<file path="src/rtl/mips_write_checker_pkg.sv">
// Shared types and helpers for the topMips data-memory write checker.
package mips_chk_pkg;

    typedef enum logic [2:0] {
        S_IDLE    = 3'd0,
        S_RUN     = 3'd1,
        S_PASS    = 3'd2,
        S_FAIL    = 3'd3,
        S_TIMEOUT = 3'd4
    } state_t;

    // Number of bits needed to index 'value' distinct items (ceil(log2(value))).
    function automatic int clog2(input int value);
        int result;
        int v;
        result = 0;
        v = value - 1;
        while (v > 0) begin
            result++;
            v = v >> 1;
        end
        return result;
    endfunction

endpackage

</file>
<file path="src/rtl/mips_write_checker_fifo.sv">
// In-order queue of expected stores with synchronous flush and a
// combinational head for same-cycle comparison.
module chk_fifo
    import mips_chk_pkg::*;
#(
    parameter int W     = 16,
    parameter int DEPTH = 8
) (
    input  logic                    clk,
    input  logic                    reset,
    input  logic                    flush_i,
    input  logic                    push_i,
    input  logic [W-1:0]            push_data_i,
    input  logic                    pop_i,
    output logic [W-1:0]            head_o,
    output logic                    empty_o,
    output logic                    full_o,
    output logic [clog2(DEPTH):0]   count_o
);
    localparam int AW = clog2(DEPTH);

    logic [W-1:0]  mem_q [DEPTH];
    logic [AW-1:0] wr_ptr_q, wr_ptr_d;
    logic [AW-1:0] rd_ptr_q, rd_ptr_d;
    logic [AW:0]   count_q, count_d;
    logic          do_push, do_pop;

    assign do_push = push_i && !full_o;
    assign do_pop  = pop_i && !empty_o;

    // Pointer and occupancy next-state; pointers wrap naturally at DEPTH.
    always_comb begin
        // NOTE: every output of a combinational block gets a default first, so no path can infer a latch.
        wr_ptr_d = wr_ptr_q;
        rd_ptr_d = rd_ptr_q;
        count_d  = count_q;
        if (flush_i) begin
            wr_ptr_d = '0;
            rd_ptr_d = '0;
            count_d  = '0;
        end else begin
            if (do_push) wr_ptr_d = wr_ptr_q + AW'(1);
            if (do_pop)  rd_ptr_d = rd_ptr_q + AW'(1);
            case ({do_push, do_pop})
                2'b10:   count_d = count_q + (AW+1)'(1);
                2'b01:   count_d = count_q - (AW+1)'(1);
                default: count_d = count_q;
            endcase
        end
    end

    // Pointer and occupancy registers.
    always_ff @(posedge clk or posedge reset) begin
        // NOTE: sequential state uses non-blocking assignments so every register samples pre-edge values.
        if (reset) begin
            wr_ptr_q <= '0;
            rd_ptr_q <= '0;
            count_q  <= '0;
        end else begin
            wr_ptr_q <= wr_ptr_d;
            rd_ptr_q <= rd_ptr_d;
            count_q  <= count_d;
        end
    end

    // Entry storage.
    always_ff @(posedge clk) begin
        // NOTE: storage is not reset; an entry is never read before it has been written.
        if (do_push && !flush_i) mem_q[wr_ptr_q] <= push_data_i;
    end

    assign head_o  = mem_q[rd_ptr_q];
    assign empty_o = (count_q == '0);
    assign full_o  = (count_q == (AW+1)'(DEPTH));
    assign count_o = count_q;

endmodule

</file>
<file path="config.mk">
export PLATFORM = sky130hd
export DESIGN_NAME = chk_fifo
export DESIGN_NICKNAME = d
export VERILOG_FILES = /design/src/rtl/mips_write_checker_pkg.sv /design/src/rtl/mips_write_checker_fifo.sv
export SDC_FILE = /design/constraint.sdc
export NUM_CORES = 1
export LEC_CHECK = 0
export ABC_AREA = 1
export BUFFER_PORTS_ARGS = -buffer_cell sky130_fd_sc_hd__buf_2
export CAP_MARGIN = 40
export CORE_ASPECT_RATIO = 2
export CORE_MARGIN = 2
export CORE_UTILIZATION = 25
export CTS_CLUSTER_DIAMETER = 150
export DETAILED_ROUTE_END_ITERATION = 7
export MAX_ROUTING_LAYER = met4
export PLACE_DENSITY = 0.42
export SLEW_MARGIN = 25
export SYNTH_ARGS = -nofsm -noshare
export SYNTH_HDL_FRONTEND = slang
export SYNTH_SLANG_ARGS = --single-unit
</file>
<file path="constraint.sdc">
create_clock -name clk -period 4.1 [get_ports clk]
set_input_delay 0.41 -clock clk [delete_from_list [all_inputs] [get_ports clk]]
set_output_delay 0.41 -clock clk [all_outputs]
set_load 0.02 [all_outputs]
</file>
==> results of run 1 <==
per-layer routing:
layer | part of all wire | wire length (um) | track usage | up-vias
met1 | 0.40 | 5380 | 0.129 | 1820
met2 | 0.54 | 7270 | 0.210 | 65
li1 | - | - | - | 1721
met4 | 0.025 | 340 | 0.0654 | 0
met3 | 0.030 | 406 | 0.0298 | 18
met5 | 0 | 0 | - | -
cell families after synthesis:
group                    Yosys count
AO/OA/AOI/OAI                    108
flip-flops                       138
AND/OR/NAND/NOR                  162
XOR/XNOR                           1
buffers and inverters             39
adder cells (fa/ha/maj)            5
power by group through the flow:
stage / Clock [W] / Sequential, W / Combinational [W]
floorplan: 0 / 0.00168 / 0.000671
global placement: 0 / 0.00167 / 0.000927
detailed placement: 0 / 0.00167 / 0.000939
CTS: 0.00157 / 0.00164 / 0.000941
global route: 0.00164 / 0.00165 / 0.00102
finish: 0.00154 / 0.00164 / 0.000921
final timing paths:
kind                       slack [ps]  cells after the start           end
max                              1220                      7    head_o[13]
max reg2reg                      2130                      8   mem_q[1][3]
min in group asynchronous         520                      3   wr_ptr_q[0]
max in group asynchronous        3260                      3   rd_ptr_q[0]
min reg2reg                       620                      2   wr_ptr_q[0]
min                               250                      1  mem_q[4][10]
Yosys cell counts:
| master | number |
|---|---|
| clkinv_2 | 1 |
| buf_6 | 5 |
| nand2_4 | 3 |
| dfrtp_1 | 10 |
| xnor2_1 | 1 |
| inv_4 | 1 |
| ha_1 | 4 |
| nor2_4 | 2 |
| a21o_1 | 1 |
| nand3_1 | 8 |
| buf_2 | 9 |
| o21ai_1 | 10 |
| nand2_1 | 23 |
| a31oi_1 | 16 |
| inv_2 | 2 |
| o21ai_0 | 61 |
| inv_1 | 11 |
| nor2_1 | 121 |
| clkbuf_1 | 9 |
| nand2_2 | 2 |
| a21oi_4 | 1 |
| fa_1 | 1 |
| a21oi_1 | 2 |
| edfxtp_1 | 128 |
| nand3_2 | 1 |
| clkinv_1 | 1 |
| o21a_1 | 1 |
| nor2_2 | 2 |
| o22ai_1 | 16 |
cell type report:
type | count | area (um2)
multi-input cells | 276 | 1350
well taps | 276 | 345
flip-flops and latches | 138 | 4100
fillers | 2248 | 15400
diodes | 1 | 2.50
inverters | 16 | 63.8
clock inverters | 15 | 176
clock buffers | 17 | 425
repair buffers | 54 | 303
critical path: stages (launching register included):
cell	delay, ps
dfrtp_1	350
buf_4	260
inv_2	570
o21ai_0	190
o22ai_1	160
nor2_1	50
a31oi_1	220
buf_2	220
through the flow:
step | std cells | instance area, um2 | hold slack, ps | utilization | setup WS, ps
3_5_place_dp | 759 | 6150 | 431 | 0.278 | 1550
2_1_floorplan | 453 | 5640 | 250 | - | 1910
3_3_place_gp | 759 | 6150 | 428 | 0.278 | 1570
5_1_grt | 793 | 6760 | 245 | 0.305 | 978
4_1_cts | 792 | 6760 | 229 | 0.305 | 1070
6_report | 793 | 6760 | 252 | 0.305 | 1220
state kept, by name, indices dropped and copies added, names as in the netlist:
register  flops
mem_q       128
count_o       4
rd_ptr_q      3
wr_ptr_q      3
==> results.ini, run 1 <==
[status]
status=finished, final reports clean

[worst_setup_path]
cp.required_ps=3690
critPathCaptureType=output port
r2r_start=count_o[3]
worstPathArrival_ps=2470
path_max_fanout=34
worst_setup_path_start_kind=flip-flop
critical_path_class=flip-flop to output port
critPathLaunch=rd_ptr_q[1]

[routing]
vias=3624
dr.first_iter.drc_count=159
wl_um=13400
routedWlPerCell_um=16.9
firstDrtPassIters=4
post_drt_via_cell_ratio=4.57
detail-route-antenna-nets=0
drc_errors=0

[power]
p_int_w=0.00283
combPwrFrac=0.224
power_leakage_nw=2.41
ir_drop_v=0.000345
p_per_area_mw_per_mm2=607
net-switching-power_w=0.00127
p_total_w=0.00410
seqPwrFrac=0.400
p_clk_frac=0.375
switching_share=0.310

[logic_synthesis]
synth_top_family_by_area=simple AND/OR/NAND/NOR gates
syn_area_mm2=0.00564
synth_mux_area_frac=0
yosys_register_bits=138
synth-xor-area-share=0.00155
synthAdderAreaFrac=0.0124
ys_seq_area_frac=0.726
syn-mean-instance-area_um2=12.5
synth.top_cell.area_share=0.681
ys_warn_count=0
yosysUniqueCellTypes=29
synthTopCellsByArea=edfxtp_1 (68%), nor2_1 (8.1%), o21ai_0 (5.4%)
synthCells=453
synth_simple_gate_area_share=0.119
syn_nets=479
synth_compound_area_frac=0.106
yosys.area.top_type=edfxtp_1

[floorplan]
core_mm2=0.0222
std_cell_rows=77
start_util=0.255
pin_count=43
die_area_mm2=0.0239
die_w_um=110
die_y_um=216

[sta]
grt_setup_unrepaired=no
slew_headroom=0.525
finalSetupViolCount=0
tns_ps=0
finalMaxSlewViolations=0
finalHoldViolCount=0
fmax_mhz=347
finalCritPeriodShare=0.702
worstMarginPinSlew_ps=713
finClkSkew_ps=6.83
min_period_ps=2880

[clock_tree]
ctsHtreeMaxLevel=4
postCtsHoldBufs=1
path_clk_slew_ps=60
cts.sinks=138
post_cts_resized=0
cts_root_buf=clkbuf_16
clockBufferDepth=2
post-cts-setup-buffers=0
clock_latency_ps=420
cts_tree=built
cts_inserted_buffers=17

[worst_hold_path]
hold_class=input port to flip-flop
min_from=push_data_i[10]

[finish]
drive_gt1_frac=0.200
mostFrequentLayoutCell=edfxtp_1
final_cell_mix=edfxtp_1 (128), nor2_1 (119), o21ai_0 (61), buf_2 (42), nand2_1 (23)
finalNetCount=529
syn_to_final_growth_pct=19.9

[placement]
hpwl_um=7860
io_buffers=42
gp_routability_congestion=0.763

[grt]
antenna_found_initial=1
grt_max_degree=67
grt-ovfl-total=0
grtUsageTotal=0.124
grt_pass1_vias=3644
grt_pass1_wl_um=20600

[flow_run]
maxCapViolations=0

(Power assumes the default switching activity.)
==> run 2: changes to the inputs <==
- PLACE_DENSITY: 0.42 -> 0.43
- clock period: 4.1 -> 2.6 ns (I/O delays scaled with it)
==> run 2 against run 1 <==
Against the previous run: sequential power grew 60%; non-clock buffer count grew 13; routed wire length grew 2.7%; first-iteration DRC count grew 25%; critical path type unchanged; global-route usage grew 0.36 points; count of clock-buffer cells in the layout grew 2; via count grew 0.63%; sequential cell count is the same; worst hold slack lost 150 ps; sequential share of layout area shrank 1.4 points; die area is the same; clock skew shrank 1.4 ps; largest power group unchanged.
==> results.ini, run 2 (synthesized netlist as in run 1, its figures left out) <==
[floorplan]
die_w_um=110  ; unchanged
pin_count=43  ; unchanged
die_y_um=216  ; unchanged
start_util=0.255  ; unchanged
std_cell_rows=77  ; unchanged
core_mm2=0.0222  ; unchanged
die_area_mm2=0.0239  ; unchanged

[grt]
antenna_found_initial=0  ; was 1
grtUsageTotal=0.127  ; was 0.124
grt-ovfl-total=0  ; unchanged
grt_max_degree=49  ; was 67
grt_pass1_vias=3747  ; was 3644
grt_pass1_wl_um=21100  ; was 20600 um

[finish]
fillers=2255  ; was 2248
mostFrequentLayoutCell=edfxtp_1  ; unchanged
final_core_util=0.312  ; was 0.305
drive_gt1_frac=0.214  ; was 0.200
layout.cells.non_filler=805  ; was 793
regMostFlops=mem_q  ; unchanged
seq_area_mm2=0.00410  ; about the same
finalNetCount=542  ; was 529
diodes=0  ; was 1
largest_register_ffs=128  ; unchanged
syn_to_final_growth_pct=22.8  ; was 19.9%
multiInputGateArea_mm2=0.00135  ; unchanged
final_cell_mix=edfxtp_1 (128), nor2_1 (119), o21ai_0 (61), buf_2 (42), nand2_1 (23)  ; unchanged

[sta]
finalHoldViolCount=0  ; unchanged
finalCritPeriodShare=0.924
grt_setup_unrepaired=no  ; unchanged
whs_ps=107  ; was 252 ps
min_period_ps=2400
finalMaxSlewViolations=0  ; unchanged
slew_headroom=0.707  ; was 0.525
worstMarginPinSlew_ps=439  ; was 713 ps
finClkSkew_ps=5.41  ; was 6.83 ps
fmax_mhz=416
worst_slack_ps=197  ; was 1220 ps
tns_ps=0  ; unchanged
finalSetupViolCount=0  ; unchanged

[worst_setup_path]
critical_path_buf_inv_count=3  ; unchanged
cp.required_ps=2340  ; was 3690 ps
slowest_delay_ps=590  ; was 570 ps
cp.depth=7  ; unchanged
worstPathArrival_ps=2140  ; was 2470 ps
critPathCaptureType=output port  ; unchanged
critical_path_class=flip-flop to output port  ; unchanged
worst_path_max_delay_cell=dfrtp_4  ; was inv_2
crit_family=buffers and inverters  ; unchanged
rr_worst_depth=13  ; was 8
path_max_fanout=25  ; was 34
cpMostUsedCell=nor2_1
worst_setup_path_start_kind=flip-flop  ; unchanged
path_cells=inv_6 > buf_4 > nor2_1 > o22ai_1 > nor2_1 > a31oi_1 > buf_2  ; was buf_4 > inv_2 > o21ai_0 > o22ai_1 > nor2_1 > a31oi_1 > buf_2

[routing]
post_drt_via_cell_ratio=4.53  ; was 4.57
vias=3647  ; was 3624
dr.first_iter.drc_count=198  ; was 159
firstDrtPassIters=4  ; unchanged
wl_um=13800  ; was 13400 um
drc_errors=0  ; unchanged
detail-route-antenna-nets=0  ; unchanged
routedWlPerCell_um=17.1  ; was 16.9 um

[clock_tree]
clockBufferDepth=2  ; unchanged
path_clk_slew_ps=60  ; about the same
cts_inserted_buffers=17  ; unchanged
clock_latency_ps=420  ; about the same
cts_root_buf=clkbuf_16  ; unchanged
ctsHtreeMaxLevel=4  ; unchanged
cts.sinks=138  ; unchanged
cts_tree=built  ; unchanged
post-cts-setup-buffers=0  ; unchanged

[power]
power_leakage_nw=2.49  ; was 2.41 nW
p_clk_frac=0.384  ; was 0.375
combPwrFrac=0.224  ; about the same
net-switching-power_w=0.00200  ; was 0.00127 W
seqPwrFrac=0.392  ; was 0.400
switching_share=0.299  ; was 0.310
ir_drop_v=0.000535  ; was 0.000345 V
p_per_area_mw_per_mm2=969  ; was 607 mW/mm2
p_int_w=0.00471  ; was 0.00283 W

[worst_hold_path]
hold_class=input port to flip-flop  ; unchanged
whs_path_depth=1  ; unchanged

[placement]
io_buffers=42  ; unchanged
gp_routability_congestion=0.728  ; was 0.763
hpwl_um=8710  ; was 7860 um
place_ws_ps=470  ; was 1550 ps
post-place-cells=772  ; was 759

[flow_run]
maxCapViolations=0  ; unchanged

[status]
status=finished, final reports clean  ; unchanged

[run 2: changes by cell type in the layout (fill, tap and decap cells not counted), moves of 2 or more]
cell,previous run,this run
bufinv_16,3,5
clkinv_4,4,1
buf_4,11,21
clkbuf_1,0,2
buf_12,0,2
[run 2: worst reg2reg max path, stage by stage, from the launching register on]
cell,delay [ps]
dfrtp_1,470
nor2_4,220
nand2_4,90
nand2_4,90
nand2_4,70
inv_1,120
ha_1,240
a21o_1,180
nand2_1,60
nand2_1,70
inv_1,60
nand3_1,80
nand3_2,70
nand2_1,50
[run 2: final cells by class]
| class | count | area share |
|---|---|---|
| Tap cell | 276 | 0.0499 |
| Clock inverter | 13 | 0.0289 |
| Clock buffer | 19 | 0.0625 |
| Timing Repair Buffer | 67 | 0.0620 |
| Inverter | 16 | 0.00958 |
| Multi-Input combinational cell | 276 | 0.195 |
| Sequential cell | 138 | 0.592 |
[run 2: layer usage]
| metal | GRT usage | part of all wire | vias to the layer above |
|---|---|---|---|
| met2 | 0.220 | 0.55 | 67 |
| met4 | 0.0588 | 0.026 | 0 |
| li1 | - | - | 1748 |
| met1 | 0.132 | 0.40 | 1807 |
| met3 | 0.0331 | 0.030 | 25 |
| met5 | - | 0 | - |
[run 2: per-stage QoR]
stage / power (W) / cell area, um2
CTS: 0.00679 / 6920
detailed placement: 0.00419 / 6270
global route: 0.00705 / 6920
floorplan: 0.00371 / 5640
finish: 0.00671 / 6920
global placement: 0.00417 / 6270
[run 2: power by group through the flow]
stage | sequential, W | clock, W | combinational (W)
3_3_place_gp | 0.00266 | 0 | 0.00151
6_report | 0.00263 | 0.00258 | 0.00150
3_5_place_dp | 0.00267 | 0 | 0.00152
2_1_floorplan | 0.00266 | 0 | 0.00106
5_1_grt | 0.00264 | 0.00275 | 0.00167
4_1_cts | 0.00262 | 0.00264 | 0.00153
[run 2: final timing paths]
| kind | end | slack (ps) | from |
|---|---|---|---|
| max in group asynchronous | rd_ptr_q[0] | 1890 | reset |
| min in group asynchronous | rd_ptr_q[2] | 370 | reset |
| hold reg to reg | wr_ptr_q[0] | 590 | wr_ptr_q[0] |
| setup / recovery | head_o[6] | 200 | rd_ptr_q[0] |
| setup reg to reg | count_o[3] | 610 | count_o[0] |
| hold / removal | mem_q[1][10] | 110 | push_data_i[10] |
[run 2: what timing repair did]
| action | in CTS | in global routing |
|---|---|---|
| hold buffers | 1 | 0 |
| endpoints found under the setup margin | 0 | 7 |
| hold endpoints to repair | 10 | 0 |
| resized for setup | 0 | 3 |
